[config.mk]
export PLATFORM = sky130hd
export DESIGN_NAME = gray_rx_monitor
export DESIGN_NICKNAME = d
export VERILOG_FILES = /design/src/rtl/gray_rx_monitor.sv
export SDC_FILE = /design/constraint.sdc
export NUM_CORES = 1
export LEC_CHECK = 0
export BUFFER_PORTS_ARGS = -buffer_cell sky130_fd_sc_hd__buf_2
export CORE_ASPECT_RATIO = 0.6
export CORE_UTILIZATION = 50
export DETAILED_ROUTE_END_ITERATION = 12
export PLACE_DENSITY = 0.73
export SLEW_MARGIN = 20
export SYNTH_ARGS = -nofsm -noshare
export SYNTH_HDL_FRONTEND = slang
export SYNTH_SLANG_ARGS = --single-unit
[constraint.sdc]
create_clock -name clk -period 4.7 [get_ports clk]
set_input_delay 0.94 -clock clk [delete_from_list [all_inputs] [get_ports clk]]
set_output_delay 0.94 -clock clk [all_outputs]
set_load 0.02 [all_outputs]
[src/rtl/gray_rx_monitor.sv]
// rtl/gray_rx_monitor.sv - gray bus synchronizer, decoder and modulo step tracker
module gray_rx_monitor #(
   parameter int WIDTH       = 4,
   parameter int MOD         = 11,
   parameter int SYNC_STAGES = 2,
   parameter int CNT_W       = 16
) (
   input  logic             clk,
   input  logic             rst,
   input  logic             en,
   input  logic [WIDTH-1:0] gray_in,
   input  logic             err_clr,
   output logic [WIDTH-1:0] bin_out,
   output logic             valid,
   output logic             step,
   output logic             err,
   output logic [CNT_W-1:0] steps_cnt
);

   // One extra bit so MOD == 2^WIDTH is representable in range checks.
   localparam logic [WIDTH:0]   MOD_W = (WIDTH+1)'(MOD);
   localparam logic [WIDTH-1:0] LAST  = WIDTH'(MOD - 1);

   typedef enum logic [1:0] {
      INIT  = 2'd0,
      TRACK = 2'd1,
      FAULT = 2'd2
   } state_t;

   logic [WIDTH-1:0] sync_q [SYNC_STAGES];
   logic [WIDTH-1:0] bin_d;
   logic [WIDTH-1:0] bin_q;

   state_t           state_q, state_d;
   logic [WIDTH-1:0] prev_q, prev_d;
   logic             valid_q, valid_d;
   logic             step_q, step_d;
   logic             err_q, err_d;
   logic [CNT_W-1:0] cnt_q, cnt_d;

   logic             out_of_range;
   logic             is_succ;

   // Flop chain that brings the foreign gray bus into the local clock.
   always_ff @(posedge clk) begin
      if (!rst) begin
         for (int i = 0; i < SYNC_STAGES; i++) sync_q[i] <= '0;
      end else begin
         sync_q[0] <= gray_in;
         for (int i = 1; i < SYNC_STAGES; i++) sync_q[i] <= sync_q[i-1];
      end
   end

   // Gray to binary: each binary bit is the parity of the gray bits at and above it.
   always_comb begin
      bin_d = '0;
      for (int i = 0; i < WIDTH; i++) bin_d[i] = ^(sync_q[SYNC_STAGES-1] >> i);
   end

   // Registered decode; this is the value the tracker judges.
   always_ff @(posedge clk) begin
      if (!rst) bin_q <= '0;
      else      bin_q <= bin_d;
   end

   assign out_of_range = {1'b0, bin_q} >= MOD_W;
   assign is_succ      = (prev_q == LAST) ? (bin_q == '0)
                                          : ({1'b0, bin_q} == ({1'b0, prev_q} + (WIDTH+1)'(1)));

   // Tracker register bank.
   always_ff @(posedge clk) begin
      if (!rst) begin
         state_q <= INIT;
         prev_q  <= '0;
         valid_q <= 1'b0;
         step_q  <= 1'b0;
         err_q   <= 1'b0;
         cnt_q   <= '0;
      end else begin
         state_q <= state_d;
         prev_q  <= prev_d;
         valid_q <= valid_d;
         step_q  <= step_d;
         err_q   <= err_d;
         cnt_q   <= cnt_d;
      end
   end

   // Tracker next-state: lock in INIT, judge each new code in TRACK, hold in FAULT until cleared.
   always_comb begin
      state_d = state_q;
      prev_d  = prev_q;
      valid_d = valid_q;
      step_d  = 1'b0;
      err_d   = err_q;
      cnt_d   = cnt_q;
      case (state_q)
         INIT: begin
            if (en) begin
               prev_d  = bin_q;
               valid_d = 1'b1;
               state_d = TRACK;
            end
         end
         TRACK: begin
            if (!en) begin
               // Follow silently so resuming never looks like a jump.
               prev_d = bin_q;
            end else if (out_of_range) begin
               err_d   = 1'b1;
               valid_d = 1'b0;
               state_d = FAULT;
            end else if (bin_q != prev_q) begin
               if (is_succ) begin
                  step_d = 1'b1;
                  cnt_d  = cnt_q + CNT_W'(1);
                  prev_d = bin_q;
               end else begin
                  err_d   = 1'b1;
                  valid_d = 1'b0;
                  state_d = FAULT;
               end
            end
         end
         FAULT: begin
            if (err_clr) begin
               err_d   = 1'b0;
               state_d = INIT;
            end
         end
         default: begin
            state_d = INIT;
            valid_d = 1'b0;
         end
      endcase
   end

   assign bin_out   = bin_q;
   assign valid     = valid_q;
   assign step      = step_q;
   assign err       = err_q;
   assign steps_cnt = cnt_q;

endmodule
==> results of run 1 <==
## cell type report
type / instances / share of cell area [%]
Clock buffer: 6 / 4.24
Tap cell: 42 / 2.70
Timing Repair Buffer: 30 / 7.71
Inverter: 4 / 0.771
Sequential cell: 37 / 38.0
Clock inverter: 2 / 1.93
Multi-Input combinational cell: 140 / 44.6
## how the worst max path moves through the flow
stage,slack [ns],from,end,depth (start not counted)
6_report,2.09,prev_q[0]$_SDFFE_PN0P_,steps_cnt[15]$_SDFFE_PN0P_,8
5_1_grt,1.88,prev_q[0]$_SDFFE_PN0P_,steps_cnt[15]$_SDFFE_PN0P_,8
4_1_cts,2.11,prev_q[0]$_SDFFE_PN0P_,steps_cnt[15]$_SDFFE_PN0P_,8
3_5_place_dp,1.98,en,steps_cnt[15]$_SDFFE_PN0P_,7
3_3_place_gp,2.06,en,steps_cnt[15]$_SDFFE_PN0P_,7
2_1_floorplan,2.35,en,steps_cnt[8]$_SDFFE_PN0P_,8
## power by group
part           total (mW)  switching [mW]  leakage, nW  internal [mW]
Clock               0.288           0.115       0.0574          0.172
Sequential          0.334          0.0103        0.301          0.324
Combinational      0.0685          0.0419        0.425         0.0266
Total               0.690           0.168        0.784          0.523
## logic make-up (layout without fill, tap and decap cells)
family	count (synthesis)	after routing	share of synthesized area, %
multiplexers	2	2	1.21
AO/OA/AOI/OAI	35	35	14.4
buffers and inverters	10	42	2.42
AND/OR/NAND/NOR	85	85	26.8
XOR/XNOR	15	15	7.96
flip-flops	37	37	44.9
adder cells (fa/ha/maj)	3	3	2.27
## metrics by stage
step	util [%]	instance area [um2]
floorplan	-	1650
global placement	60.9	1830
detailed placement	60.9	1830
CTS	64.9	1950
global route	64.9	1950
finish	64.9	1950
## worst max-delay path: stages, from the launching register on
cell and delay, ns:
dfxtp_1 0.40, inv_1 0.08, ha_1 0.30, xnor2_1 0.12
a31oi_1 0.25, a31oi_2 0.21, or2_1 0.44, or4_1 0.56
a21oi_1 0.16
## registers in the layout (all words and copies together) (netlist names)
signal	count
step	1
valid	1
bin_out	4
steps_cnt	16
state_q	2
err	1
sync_q	8
prev_q	4
## synth_stat cells, types with 3 or more instances
cell	n
xor2_1	3
inv_1	3
xnor2_1	12
or4_1	4
o21ai_0	5
nor2_1	15
nand3_1	9
dfxtp_1	37
and2_1	14
clkbuf_1	3
nand4_1	4
a21oi_1	11
nand2_1	24
ha_1	3
o31ai_1	5
## metal layers
metal	share of wire (%)	GRT usage (%)	vias to the layer above
met5	0	0	-
met4	1.9	10.4	0
met3	5.8	6.34	7
met2	39	32.2	39
met1	53	30.4	638
li1	-	-	722
==> impl_metrics.env, run 1 <==
export IMPL_grt_max_degree=29
export IMPL_synth_seq_cells=37
export IMPL_drtIter0Drc=110
export IMPL_vias=1406
export IMPL_synth_edf_count=0
export IMPL_core_region_area_mm2=0.00300
export IMPL_postSynthAreaPerCell_um2=8.83
export IMPL_gp_congestion=0.812
export IMPL_yosysSeqAreaShare_pct=44.9
export IMPL_yosys_area_top_type_share_pct=44.9
export IMPL_relSlewSlack_pct=65.3
export IMPL_yosys_area_top_type="dfxtp_1"
export IMPL_critPathLaunchType="flip-flop"
export IMPL_regToRegEndpoint="steps_cnt[15]$_SDFFE_PN0P_"
export IMPL_rsz0062_at_grt="no"
export IMPL_antenna_found_initial=0
export IMPL_cts_buffers_inserted=5
export IMPL_netlist_area_mm2=0.00165
export IMPL_post_route_period_util_pct=55.6
export IMPL_path_max_fanout=15
export IMPL_multi_input_area_um2=870
export IMPL_grt_use_total_pct=22.1
export IMPL_clock_latency_ns=0.29
export IMPL_syn_to_final_growth_pct=18.0
export IMPL_ff_latch_area_um2=741
export IMPL_drv_slew=0
export IMPL_setup_slack_ns=2.09
export IMPL_dieWidth_um=76.2
export IMPL_detail_route_wl_per_cell_um=13.6
export IMPL_num_rows=15
export IMPL_grt_pass1_vias=1275
export IMPL_drive_above_1_share_pct=19.2
export IMPL_place_ws_ns=1.98
export IMPL_num_antenna_cells=0
export IMPL_rr_worst_depth=8
export IMPL_overflow=0
export IMPL_finalClockSkew_ns=0.00593
export IMPL_cts_sinks=37
export IMPL_cts_buffer_depth=2
export IMPL_wirelength_um=3550
export IMPL_cap_violations=0
export IMPL_cts_tree="yes"
export IMPL_crit_path_end_kind="flip-flop"
export IMPL_post_cts_resized=0
export IMPL_finalSetupViolCount=0
export IMPL_max_freq_mhz=383
export IMPL_finalHoldViolCount=0
export IMPL_netlist_instances=187
export IMPL_ir_drop_mv=0.179
export IMPL_nets=229
export IMPL_drt_pass1_iterations=4
export IMPL_holdCritPathClass="reg2reg"
export IMPL_vias_per_cell=5.39
export IMPL_syn_num_nets=198
export IMPL_r2r_start="prev_q[0]$_SDFFE_PN0P_"
export IMPL_holdPathEnd="sync_q[0][4]$_SDFF_PN0_"
export IMPL_cts_clk_slew_worst_paths_ns=0.08
export IMPL_synth_area_top_cells="dfxtp_1 45%, xnor2_1 6.4%, nand2_1 5.5%"
export IMPL_power_total_mw=0.690
export IMPL_initial_core_util_pct=55.0
export IMPL_ys_types=42
export IMPL_root_buffer="clkbuf_8"
export IMPL_cp_arrival_ns=2.83
export IMPL_yosys_most_used_dff="dfxtp_1"
export IMPL_status="finished, final reports clean"
export IMPL_die_area_mm2=0.00354
export IMPL_final_cell_mix="37 x dfxtp_1, 30 x buf_2, 24 x nand2_1"
export IMPL_cts_setup_buffers=0
export IMPL_ctsHoldBuffers=0
export IMPL_holdPathStages=1
export IMPL_nFillCells=289
export IMPL_dp_cells=253
export IMPL_drc_errors=0
export IMPL_drt_antenna_violating_nets=0
export IMPL_synth_warnings=0
export IMPL_layout_commonest_cell="dfxtp_1"
export IMPL_finalNonFillerCells=261
export IMPL_crit_type="reg2reg"
export IMPL_io_pins=31
export IMPL_tightest_slew_ns=0.517
export IMPL_whs_ns=0.434
export IMPL_grt_pass1_wl_um=5820
export IMPL_io_buffers=30
export IMPL_required_ns=4.91
export IMPL_die_height_um=46.5
export IMPL_period_needed_ns=2.61
export IMPL_post_dp_hpwl_um=2530
export IMPL_h_tree_depth=2
export IMPL_power_density_mw_per_mm2=354
export IMPL_rrSetupSlack_ns=2.09
export IMPL_fin_tns_setup_ns=0
export IMPL_async_flop_share_pct=0
export IMPL_hp_start="sync_q[0][0]$_SDFF_PN0_"
export IMPL_p_leak_nw=0.784
(Power assumes the default switching activity.)
==> run 2: changes to the inputs <==
Clock period 4.7 ns to 2.6 ns, I/O delays scaled along.
==> run 2 against run 1 <==
  * Via count grew 2.9%
  * Clock power grew 39%
  * Routed wire length shrank 0.37%
  * Non-clock buffer count grew 3
  * Die area is the same
  * Sequential share of layout area grew 0.074 points
  * Fmax grew 5.4%
  * Clock-buffer cell count is the same
  * Clock skew grew 0.0011 ns
==> impl_metrics.env, run 2 (synthesis gave the netlist of run 1 again) <==
export IMPL_status="finished, final reports clean"
export IMPL_holdCritPathClass="in2reg"
export IMPL_overflow=0
export IMPL_grt_pass1_vias=1256
export IMPL_h_tree_depth=2
export IMPL_grt_max_degree=28
export IMPL_wirelength_um=3530
export IMPL_vias=1447
export IMPL_slowest_stage="or4_1"
export IMPL_drtIter0Drc=91
export IMPL_cts_buffers_inserted=5
export IMPL_io_pins=31
export IMPL_clock_latency_ns=0.30
export IMPL_vias_per_cell=5.48
export IMPL_core_region_area_mm2=0.00300
export IMPL_num_rows=15
export IMPL_critPathLaunchType="flip-flop"
export IMPL_relSlewSlack_pct=61.7
export IMPL_p_clk_share_pct=35.1
export IMPL_num_antenna_cells=0
export IMPL_cts_setup_buffers=0
export IMPL_root_buffer="clkbuf_8"
export IMPL_post_dp_hpwl_um=2570
export IMPL_drv_slew=0
export IMPL_p_switching_mw=0.310
export IMPL_p_sw_share_pct=27.2
export IMPL_crit_type="reg2reg"
export IMPL_finalHoldViolCount=0
export IMPL_cp_arrival_ns=2.71
export IMPL_period_needed_ns=2.48
export IMPL_path_cells="inv_1 -> ha_1 -> xnor2_1 -> a31oi_2 -> a31oi_2 -> or2_2 -> or4_1 -> a21oi_1"
export IMPL_design_area_mm2=0.00194
export IMPL_cts_tree="yes"
export IMPL_power_total_mw=1.14
export IMPL_max_freq_mhz=403
export IMPL_critPathBufInv=1
export IMPL_initial_core_util_pct=55.0
export IMPL_die_area_mm2=0.00354
export IMPL_rsz0062_at_grt="no"
export IMPL_p_leak_nw=0.779
export IMPL_syn_to_final_growth_pct=17.8
export IMPL_cts_clk_slew_worst_paths_ns=0.08
export IMPL_crit_path_end_kind="flip-flop"
export IMPL_gp_congestion=0.840
export IMPL_final_cell_mix="37 x dfxtp_1, 30 x buf_2, 24 x nand2_1"
export IMPL_finalSetupViolCount=0
export IMPL_grt_pass1_wl_um=5880
export IMPL_final_core_util_pct=64.8
export IMPL_ir_drop_mv=0.408
export IMPL_pwr_share_comb_pct=11.7
export IMPL_p_seq_share_pct=53.1
export IMPL_drc_errors=0
export IMPL_dieWidth_um=76.2
export IMPL_path_max_fanout=15
export IMPL_layout_commonest_cell="dfxtp_1"
export IMPL_drt_antenna_violating_nets=0
export IMPL_cap_violations=0
export IMPL_tightest_slew_ns=0.570
export IMPL_die_height_um=46.5
export IMPL_post_route_period_util_pct=95.3
export IMPL_max_stage_delay_ns=0.54
export IMPL_drive_above_1_share_pct=20.7
export IMPL_nets=232
export IMPL_path_delay_family="simple AND/OR/NAND/NOR gates"
export IMPL_cts_sinks=37
export IMPL_detail_route_wl_per_cell_um=13.4
export IMPL_dpl_cell_area_mm2=0.00185
export IMPL_required_ns=2.83
export IMPL_grt_use_total_pct=22.6
export IMPL_finalClockSkew_ns=0.00707
export IMPL_largest_register_ffs=16
export IMPL_cts_buffer_depth=2
export IMPL_antenna_found_initial=0
export IMPL_drt_pass1_iterations=4
export IMPL_crit_top_cell="a31oi_2"
export IMPL_io_buffers=30
export IMPL_p_int_mw=0.828
export IMPL_fin_tns_setup_ns=0
export IMPL_power_density_mw_per_mm2=585
==> run 2: cell count changes in the layout (fill, tap and decap cells not counted) <==
cell	before	now
buf_4	0	3
a31oi_1	2	1
a31oi_2	1	2
bufinv_16	1	0
clkbuf_1	0	1
clkbuf_8	6	5
clkinvlp_4	1	2
or2_1	1	0
or2_2	0	1
==> run 2: power groups by stage <==
| stage | Sequential [mW] | Combinational, mW | Clock, mW |
|---|---|---|---|
| global placement | 0.616 | 0.126 | 0 |
| floorplan | 0.623 | 0.0845 | 0 |
| global route | 0.608 | 0.146 | 0.432 |
| CTS | 0.604 | 0.131 | 0.404 |
| finish | 0.604 | 0.134 | 0.400 |
| detailed placement | 0.617 | 0.131 | 0 |
==> run 2: final timing paths <==
kind,startpoint,endpoint,cells past startpoint,slack (ns)
max,prev_q[0]$_SDFFE_PN0P_,steps_cnt[14]$_SDFFE_PN0P_,8,0.12
min,gray_in[1],sync_q[0][1]$_SDFF_PN0_,2,0.43
max reg2reg,prev_q[0]$_SDFFE_PN0P_,steps_cnt[14]$_SDFFE_PN0P_,8,0.12
min reg2reg,sync_q[0][2]$_SDFF_PN0_,sync_q[0][6]$_SDFF_PN0_,1,0.43
==> run 2: metrics by stage <==
| stage | hold slack, ns | setup WS (ns) | std cells |
|---|---|---|---|
| floorplan | 0.412 | 0.315 | 187 |
| global placement | 0.415 | 0.256 | 256 |
| detailed placement | 0.418 | 0.0913 | 256 |
| CTS | 0.424 | 0.0900 | 264 |
| global route | 0.421 | 0.00619 | 264 |
| finish | 0.428 | 0.121 | 264 |
==> run 2: layout make-up <==
| class | count | area [um2] |
|---|---|---|
| multi-input combinational | 140 | 876 |
| clock buffer | 6 | 72.6 |
| timing repair buffer | 33 | 173 |
| tap | 42 | 52.6 |
| fill | 267 | 1060 |
| sequential | 37 | 741 |
| inverter | 4 | 15.0 |
| clock inverter | 2 | 15.0 |
==> run 2: repair_timing <==
action | CTS | global route
resized for setup | 0 | 2
endpoints found under the setup margin | 0 | 5
hold buffers | 0 | 0
==> run 2: per-layer routing <==
layer	track usage [%]	up-vias	share of wire, %	wire [um]
met1	28.9	671	51	1810
met2	35.5	49	41	1450
li1	-	722	-	-
met3	8.71	5	6.7	238
met5	0	-	0	0
met4	8.08	0	1.1	39
